### config.mk
export PLATFORM = sky130hd
export DESIGN_NAME = fp32_uart_tx
export DESIGN_NICKNAME = d
export VERILOG_FILES = /design/src/rtl/fp32_uart_tx.sv
export SDC_FILE = /design/constraint.sdc
export NUM_CORES = 1
export LEC_CHECK = 0
export CORE_ASPECT_RATIO = 1.2
export CORE_MARGIN = 4
export CORE_UTILIZATION = 56
export CTS_CLUSTER_SIZE = 12
export DETAILED_ROUTE_END_ITERATION = 12
export DONT_BUFFER_PORTS = 1
export PLACE_DENSITY_LB_ADDON = 0.15
export SLEW_MARGIN = 5
export SYNTH_ARGS = -nofsm -noshare
export SYNTH_HDL_FRONTEND = slang
export SYNTH_SLANG_ARGS = --single-unit
### constraint.sdc
create_clock -name CLK_I -period 1.9 [get_ports CLK_I]
set_input_delay 0.38 -clock CLK_I [delete_from_list [all_inputs] [get_ports CLK_I]]
set_output_delay 0.38 -clock CLK_I [all_outputs]
set_load 0.01 [all_outputs]
### src/rtl/fp32_uart_tx.sv
// 8N1 UART transmitter for one NUM_BYTES-wide word, byte 0 first, each byte LSB first.
// Define FP32_UART_TX_GUARD_EN to add a second idle-high bit period (GUARD) after every stop bit.
module fp32_uart_tx #(
    parameter int CLKS_PER_BIT = 434,
    parameter int NUM_BYTES    = 4
) (
    input  logic                   CLK_I,
    input  logic                   RSTL_I,
    input  logic                   TX_VALID_I,
    output logic                   TX_READY_O,
    input  logic [8*NUM_BYTES-1:0] TX_DATA_I,
    output logic                   UART_TX_O,
    output logic                   TX_DONE_O
);

    localparam int CW = (CLKS_PER_BIT > 1) ? $clog2(CLKS_PER_BIT) : 1;
    localparam int BW = (NUM_BYTES > 1) ? $clog2(NUM_BYTES) : 1;
    localparam logic [CW-1:0] CNT_MAX   = CW'(CLKS_PER_BIT - 1);
    localparam logic [BW-1:0] LAST_BYTE = BW'(NUM_BYTES - 1);

    typedef enum logic [2:0] {
        ST_IDLE  = 3'd0,
        ST_START = 3'd1,
        ST_DATA  = 3'd2,
`ifdef FP32_UART_TX_GUARD_EN
        ST_GUARD = 3'd4,
`endif
        ST_STOP  = 3'd3
    } state_t;

    state_t                 r_state;
    logic [8*NUM_BYTES-1:0] r_shift;
    logic [CW-1:0]          r_clk_cnt;
    logic [2:0]             r_bit_idx;
    logic [BW-1:0]          r_byte_idx;
    logic                   r_tx;
    logic                   r_ready;
    logic                   r_done;

    logic w_bit_end;
    logic w_last_byte;

    assign w_bit_end   = (r_clk_cnt == CNT_MAX);
    assign w_last_byte = (r_byte_idx == LAST_BYTE);

    assign UART_TX_O  = r_tx;
    assign TX_READY_O = r_ready;
    assign TX_DONE_O  = r_done;

    // The line value is set on the edge that enters each bit, so UART_TX_O is a plain flop.
    always_ff @(posedge CLK_I or negedge RSTL_I) begin
        if (!RSTL_I) begin
            r_state    <= ST_IDLE;
            r_shift    <= '0;
            r_clk_cnt  <= '0;
            r_bit_idx  <= '0;
            r_byte_idx <= '0;
            r_tx       <= 1'b1;
            r_ready    <= 1'b1;
            r_done     <= 1'b0;
        end else begin
            r_done <= 1'b0;
            case (r_state)
                ST_IDLE: begin
                    r_tx       <= 1'b1;
                    r_ready    <= 1'b1;
                    r_clk_cnt  <= '0;
                    r_bit_idx  <= '0;
                    r_byte_idx <= '0;
                    if (TX_VALID_I && r_ready) begin
                        r_shift <= TX_DATA_I;
                        r_tx    <= 1'b0;
                        r_ready <= 1'b0;
                        r_state <= ST_START;
                    end
                end
                ST_START: begin
                    if (w_bit_end) begin
                        r_clk_cnt <= '0;
                        r_bit_idx <= '0;
                        r_tx      <= r_shift[0];
                        r_state   <= ST_DATA;
                    end else begin
                        r_clk_cnt <= r_clk_cnt + 1'b1;
                    end
                end
                ST_DATA: begin
                    if (w_bit_end) begin
                        r_clk_cnt <= '0;
                        r_shift   <= r_shift >> 1;
                        if (r_bit_idx == 3'd7) begin
                            r_tx    <= 1'b1;
                            r_state <= ST_STOP;
                        end else begin
                            r_bit_idx <= r_bit_idx + 3'd1;
                            r_tx      <= r_shift[1];
                        end
                    end else begin
                        r_clk_cnt <= r_clk_cnt + 1'b1;
                    end
                end
                ST_STOP: begin
                    if (w_bit_end) begin
                        r_clk_cnt <= '0;
`ifdef FP32_UART_TX_GUARD_EN
                        r_state   <= ST_GUARD;
`else
                        if (w_last_byte) begin
                            r_ready <= 1'b1;
                            r_done  <= 1'b1;
                            r_state <= ST_IDLE;
                        end else begin
                            r_byte_idx <= r_byte_idx + 1'b1;
                            r_tx       <= 1'b0;
                            r_state    <= ST_START;
                        end
`endif
                    end else begin
                        r_clk_cnt <= r_clk_cnt + 1'b1;
                    end
                end
`ifdef FP32_UART_TX_GUARD_EN
                ST_GUARD: begin
                    if (w_bit_end) begin
                        r_clk_cnt <= '0;
                        if (w_last_byte) begin
                            r_ready <= 1'b1;
                            r_done  <= 1'b1;
                            r_state <= ST_IDLE;
                        end else begin
                            r_byte_idx <= r_byte_idx + 1'b1;
                            r_tx       <= 1'b0;
                            r_state    <= ST_START;
                        end
                    end else begin
                        r_clk_cnt <= r_clk_cnt + 1'b1;
                    end
                end
`endif
                default: begin
                    r_tx    <= 1'b1;
                    r_ready <= 1'b1;
                    r_state <= ST_IDLE;
                end
            endcase
        end
    end

endmodule

==> flow_metrics.env, run 1 <==
export IMPL_status="finished, final reports clean"
export IMPL_initialDrtViolationCount=129
export IMPL_post_route_period_util=0.9689
export IMPL_num_rows=26
export IMPL_required_ns=2.13
export IMPL_worstSetupPathType="reg -> reg"
export IMPL_rsz0062_at_grt="true"
export IMPL_h_tree_depth=2
export IMPL_relSlewSlack=0.7284
export IMPL_synth_mux_area_frac=0.03036
export IMPL_mostFrequentLayoutCell="nor2_1"
export IMPL_portBuffers=0
export IMPL_r2r_cells=5
export IMPL_switching_share=0.3689
export IMPL_slew_viol_final=0
export IMPL_totalPowerFinal_mw=3.903
export IMPL_worst_ep_arrival_time_ns=2.07
export IMPL_antenna_left=0
export IMPL_fin_crit_ns=1.841
export IMPL_synthCells=262
export IMPL_netlist_area_sq_um=2514
export IMPL_dp_hpwl_mm=3.592
export IMPL_powerDensity_nw_per_um2=1398
export IMPL_place_gp_congestion=0.8161
export IMPL_intPower_mw=2.464
export IMPL_p_leak_nw=1.210
export IMPL_ys_ff_latch=51
export IMPL_syn_avg_cell_area_sq_um=9.594
export IMPL_hold_violations=0
export IMPL_reg2reg_from="r_clk_cnt[3]"
export IMPL_clockRootBuffer="clkbuf_8"
export IMPL_cts_buffers=5
export IMPL_final_cell_mix="68 x nor2_1, 49 x dfrtp_1, 31 x o22ai_1"
export IMPL_routedWlPerCell_um=15.41
export IMPL_nNetsFinal=320
export IMPL_synth_compound_area_frac=0.1767
export IMPL_fillCellCount=377
export IMPL_whs_endpoint="r_shift[5]"
export IMPL_rr_endpoint="r_shift[13]"
export IMPL_finalNonFillerCells=332
export IMPL_grt_overflow_total=0
export IMPL_maxCapViolations=0
export IMPL_detail_route_vias_per_cell=5.849
export IMPL_grt_max_degree=52
export IMPL_numPlacedInstances=322
export IMPL_die_height_um=81.39
export IMPL_pre_cts_ws_ns=0.06924
export IMPL_synth_fa_ha_area_frac=0.04978
export IMPL_rrSetupSlack_ns=0.06
export IMPL_dieArea_sq_um=5629
export IMPL_dr_pass1_iters=4
export IMPL_ir_worst_vdd_v=0.0007386
export IMPL_finalSetupViolCount=0
export IMPL_clock_skew_ns=0.007402
export IMPL_clock_fmax_mhz=543.2
export IMPL_hold_class="in -> reg"
export IMPL_pwr_share_seq=0.453
export IMPL_ios=38
export IMPL_antenna_cells=0
export IMPL_clockPowerShare=0.154
export IMPL_initial_core_util=0.5854
export IMPL_combinationalPowerShare=0.393
export IMPL_num_vias=1942
export IMPL_core_sq_um=4294
export IMPL_worst_hold_path_num_cells=2
export IMPL_clk_path_buf_depth=2
export IMPL_syn2layout_area_growth_pct=11.10
export IMPL_hp_start="TX_DATA_I[5]"
export IMPL_syn_nets=307
export IMPL_cts_sinks=51
export IMPL_yosysSeqAreaShare=0.5087
export IMPL_postCtsSetupRepairBufs=0
export IMPL_antenna_found_initial=0
export IMPL_critPathMaxFanout=31
export IMPL_fin_util=0.6504
export IMPL_grt_pass1_vias=1964
export IMPL_netlist_cell_type_count=42
export IMPL_drive_gt1_frac=0.1341
export IMPL_grt_pass1_wl_mm=8.970
export IMPL_synth_simple_gate_area_frac=0.1872
export IMPL_die_w_um=69.16
export IMPL_clk_latency_ns=0.30
export IMPL_drc=0
export IMPL_worstMarginPinSlew_ns=0.4063
export IMPL_path_clk_slew_ns=0.09
export IMPL_ys_warn_count=0
export IMPL_start_kind="flip-flop"
export IMPL_synthXorXnorAreaFrac=0.006969
export IMPL_cts_tree="built"
export IMPL_synth_top_family_by_area="simple AND/OR/NAND/NOR gates"
export IMPL_grtUsageTotal=0.1980
export IMPL_setup_slack_ns=0.05914
export IMPL_seq_area_sq_um=1279
export IMPL_worst_setup_path_end_kind="flip-flop"
export IMPL_multiInputGateArea_sq_um=1139
export IMPL_routed_wl_mm=5.115
export IMPL_switchingPower_mw=1.440
## synthesized netlist by cell type
master | count | area (sq um)
or4b_4 | 1 | 13.76
a21o_1 | 1 | 7.510
inv_1 | 7 | 26.28
o22ai_1 | 31 | 193.9
a41oi_1 | 1 | 8.760
a221oi_1 | 1 | 8.760
o41ai_4 | 1 | 27.53
a211oi_1 | 2 | 15.01
nand4_1 | 3 | 18.77
and4_1 | 1 | 8.760
xnor2_1 | 1 | 8.760
a21boi_0 | 1 | 7.510
nor3_1 | 1 | 5.000
clkbuf_1 | 11 | 41.29
mux2_2 | 2 | 22.52
o21ai_0 | 12 | 60.06
ha_1 | 10 | 125.1
xor2_1 | 1 | 8.760
nor4b_2 | 1 | 15.01
nor2b_1 | 2 | 12.51
dfrtp_1 | 49 | 1226
nor3_2 | 1 | 10.01
and2_1 | 2 | 12.51
mux2_1 | 3 | 33.78
a32o_1 | 3 | 30.03
nor4_1 | 1 | 6.260
o21ai_1 | 3 | 15.01
nand4b_1 | 1 | 8.760
and3_1 | 2 | 12.51
dfstp_2 | 2 | 52.55
mux2i_1 | 2 | 20.02
a21oi_1 | 7 | 35.03
or2_2 | 1 | 6.260
buf_6 | 3 | 33.78
o31ai_1 | 1 | 7.510
nand3_1 | 7 | 35.03
a22o_1 | 1 | 8.760
nand2_1 | 9 | 33.78
or3_1 | 2 | 12.51
a21bo_2 | 1 | 10.01
nor2_1 | 69 | 259.0
o221ai_1 | 1 | 8.760
## logic make-up (layout without fill, tap and decap cells)
group                      after synthesis  count (layout)
AOI/OAI and AO/OA                       67              67
xor gates and xnor gates                 2               2
adders and majority gates               10              10
buffers and inverters                   21              35
DFF                                     51              51
muxes                                    7               7
and+or+nand+nor                        104             104
## power by group through the flow
stage	Clock (mW)	Sequential [mW]	Combinational (mW)
2_1_floorplan	0	1.72	1.12
3_3_place_gp	0	1.77	1.45
3_5_place_dp	0	1.78	1.50
4_1_cts	0.624	1.76	1.53
5_1_grt	0.671	1.81	1.75
6_report	0.603	1.77	1.53
## area by class of cell
cell class                 instances  area share
clock buffer                       7     0.02733
multi-input combinational        190      0.4077
clock inverter                     1    0.001792
tap                               56     0.02509
timing repair buffer              20     0.07079
inverter                           7    0.009409
sequential                        51      0.4579
## critical path: stages (launching register included)
cell and delay, ns:
dfrtp_1 0.41, or4b_4 0.59, o41ai_4 0.39, buf_12 0.22, nor2_1 0.06, nor2_1 0.08
## how the worst max path moves through the flow
stage,from,end,cells past startpoint
after floorplan,r_state[0],r_shift[0],8
after global placement,r_clk_cnt[3],r_shift[3],5
after detailed placement,r_clk_cnt[3],r_shift[13],5
after CTS,r_clk_cnt[3],r_shift[13],5
after global routing,r_clk_cnt[3],r_shift[18],5
final,r_clk_cnt[3],r_shift[13],5
## flip-flops by register name, summed over array words and instances (netlist names)
signal / flops
TX_DONE_O: 1
UART_TX_O: 1
r_byte_idx: 2
r_clk_cnt: 9
r_state: 2
r_shift: 32
TX_READY_O: 1
r_bit_idx: 3
## metal layers
metal	wire, um	vias to the layer above	track usage
li1	-	955	-
met5	0	-	0
met3	273	4	0.05322
met2	2470	43	0.3340
met1	2327	940	0.2498
met4	44	0	0.06250
## what timing repair did
item                       in CTS  in global routing
hold buffers                    2                  0
gates resized for setup         0                  3
setup endpoints to repair       0                 26
hold endpoints to repair       51                  0
## per-stage QoR
stage	hold WS [ns]	instance area, sq um	setup TNS (ns)
floorplan	0.08441	2514	0
global placement	0.08615	2669	0
detailed placement	0.08626	2669	0
CTS	0.2623	2788	0
global route	0.2558	2793	-0.2575
finish	0.2652	2793	0
Note: power is estimated with default switching activity, not from simulation.
==> run 2: changes to the inputs <==
--- a/config.mk
+++ b/config.mk
@@ -7,7 +7,8 @@
 export LEC_CHECK = 0
 export CORE_ASPECT_RATIO = 1.2
 export CORE_MARGIN = 4
-export CORE_UTILIZATION = 56
+export CORE_UTILIZATION = 45
+export CTS_CLUSTER_DIAMETER = 100
 export CTS_CLUSTER_SIZE = 12
 export DETAILED_ROUTE_END_ITERATION = 12
 export DONT_BUFFER_PORTS = 1
==> flow_metrics.env, run 2 (synthesis gave the netlist of run 1 again) <==
export IMPL_clk_path_buf_depth=2
export IMPL_ir_worst_vdd_v=0.0007321
export IMPL_num_rows=29
export IMPL_reg_largest_list="r_shift (32), r_clk_cnt (9), r_bit_idx (3)"
export IMPL_cts_tree="built"
export IMPL_fin_crit_ns=1.874
export IMPL_dr_pass1_iters=5
export IMPL_finalSetupViolCount=0
export IMPL_pre_cts_ws_ns=0.08017
export IMPL_portBuffers=0
export IMPL_path_cells="or4b_4 > o41ai_4 > buf_6 > clkbuf_16 > nor2_1 > nor2_1"
export IMPL_initial_core_util=0.4681
export IMPL_place_gp_congestion=0.7730
export IMPL_worstSetupPathType="reg -> reg"
export IMPL_dieArea_sq_um=6850
export IMPL_cpPeakStageDelay_ns=0.57
export IMPL_top_register="r_shift"
export IMPL_die_w_um=76.23
export IMPL_reg2reg_from="r_clk_cnt[2]"
export IMPL_rsz0062_at_grt="true"
export IMPL_post_route_period_util=0.9864
export IMPL_grt_max_degree=52
export IMPL_path_buf_inv=2
export IMPL_routedWlPerCell_um=16.32
export IMPL_dp_hpwl_mm=3.756
export IMPL_worst_setup_path_end_kind="flip-flop"
export IMPL_core_sq_um=5370
export IMPL_clk_latency_ns=0.30
export IMPL_cts_buffers=5
export IMPL_fin_util=0.5548
export IMPL_setup_slack_ns=0.02581
export IMPL_mostFrequentLayoutCell="nor2_1"
export IMPL_cts_sinks=51
export IMPL_antenna_found_initial=0
export IMPL_critPathMaxFanout=8
export IMPL_initialDrtViolationCount=105
export IMPL_status="finished, final reports clean"
export IMPL_grt_overflow_total=0
export IMPL_worstMarginPinSlew_ns=0.2903
export IMPL_finalNonFillerCells=345
export IMPL_hold_violations=0
export IMPL_worst_ep_arrival_time_ns=2.10
export IMPL_clock_fmax_mhz=533.6
export IMPL_slew_viol_final=0
export IMPL_grt_pass1_wl_mm=8.963
export IMPL_clockRootBuffer="clkbuf_8"
export IMPL_hold_class="in -> reg"
export IMPL_p_leak_nw=1.277
export IMPL_required_ns=2.13
export IMPL_path_clk_slew_ns=0.10
export IMPL_tns_ns=0
export IMPL_crit_path_start="r_clk_cnt[2]"
export IMPL_clock_skew_ns=0.01480
export IMPL_numPlacedInstances=328
export IMPL_grt_pass1_vias=1867
export IMPL_syn2layout_area_growth_pct=18.52
export IMPL_num_vias=1987
export IMPL_totalPowerFinal_mw=4.251
export IMPL_routed_wl_mm=5.630
export IMPL_maxCapViolations=0
export IMPL_final_cell_mix="60 x nor2_1, 49 x dfrtp_1, 31 x o22ai_1"
export IMPL_nNetsFinal=327
export IMPL_h_tree_depth=2
export IMPL_path_delay_family="simple AND/OR/NAND/NOR gates"
export IMPL_crit_top_cell="nor2_1"
export IMPL_crit_slowest_cell="or4b_4"
export IMPL_start_kind="flip-flop"
export IMPL_drive_gt1_frac=0.1979
export IMPL_die_height_um=89.87
export IMPL_ios=38
export IMPL_antenna_cells=0
export IMPL_largest_reg_flops=32
export IMPL_relSlewSlack=0.8065
export IMPL_powerDensity_nw_per_um2=1427
export IMPL_grtUsageTotal=0.1582
export IMPL_antenna_left=0
export IMPL_drc=0
export IMPL_hp_start="TX_DATA_I[24]"
export IMPL_detail_route_vias_per_cell=5.759
-- run 2: routing by layer --
layer	GRT usage	share of wire
met1	0.2109	0.45
met2	0.2485	0.49
met3	0.04500	0.048
met4	0.05136	0.0092
met5	0	0
-- run 2: through the flow --
step / hold WS [ns] / area [sq um]
after floorplan: 0.08441 / 2514
after global placement: 0.08637 / 2676
after detailed placement: 0.08639 / 2676
after CTS: 0.2531 / 2830
after global routing: 0.2479 / 2979
final: 0.2596 / 2979
-- run 2: final cells by class --
class | count | area [sq um]
Clock buffer | 5 | 68.82
Tap cell | 62 | 77.57
Multi-Input combinational cell | 190 | 1184
Fill cell | 492 | 2391
Sequential cell | 51 | 1279
Inverter | 7 | 26.28
Timing Repair Buffer | 27 | 296.5
Clock inverter | 3 | 47.55
-- run 2: what timing repair did --
item	CTS	global route
hold endpoints to repair	51	0
hold buffers	2	0
setup buffers	0	4
resized for setup	0	18
setup endpoints to repair	0	28
-- run 2: where the power goes --
| group | internal [mW] | switching, mW |
|---|---|---|
| registers | 1.49 | 0.266 |
| logic | 0.817 | 0.897 |
| clock network | 0.400 | 0.377 |
| total | 2.71 | 1.54 |
-- run 2: path summary, 6_finish.rpt --
kind                           endpoint  slack [ns]  cells past startpoint
hold / removal              r_shift[24]        0.26                      2
setup reg to reg            r_shift[22]        0.03                      6
setup / recovery            r_shift[22]        0.03                      6
hold reg to reg             r_shift[26]        0.51                      2
min in group asynchronous  r_clk_cnt[4]        0.57                      2
max in group asynchronous     UART_TX_O        1.03                      2
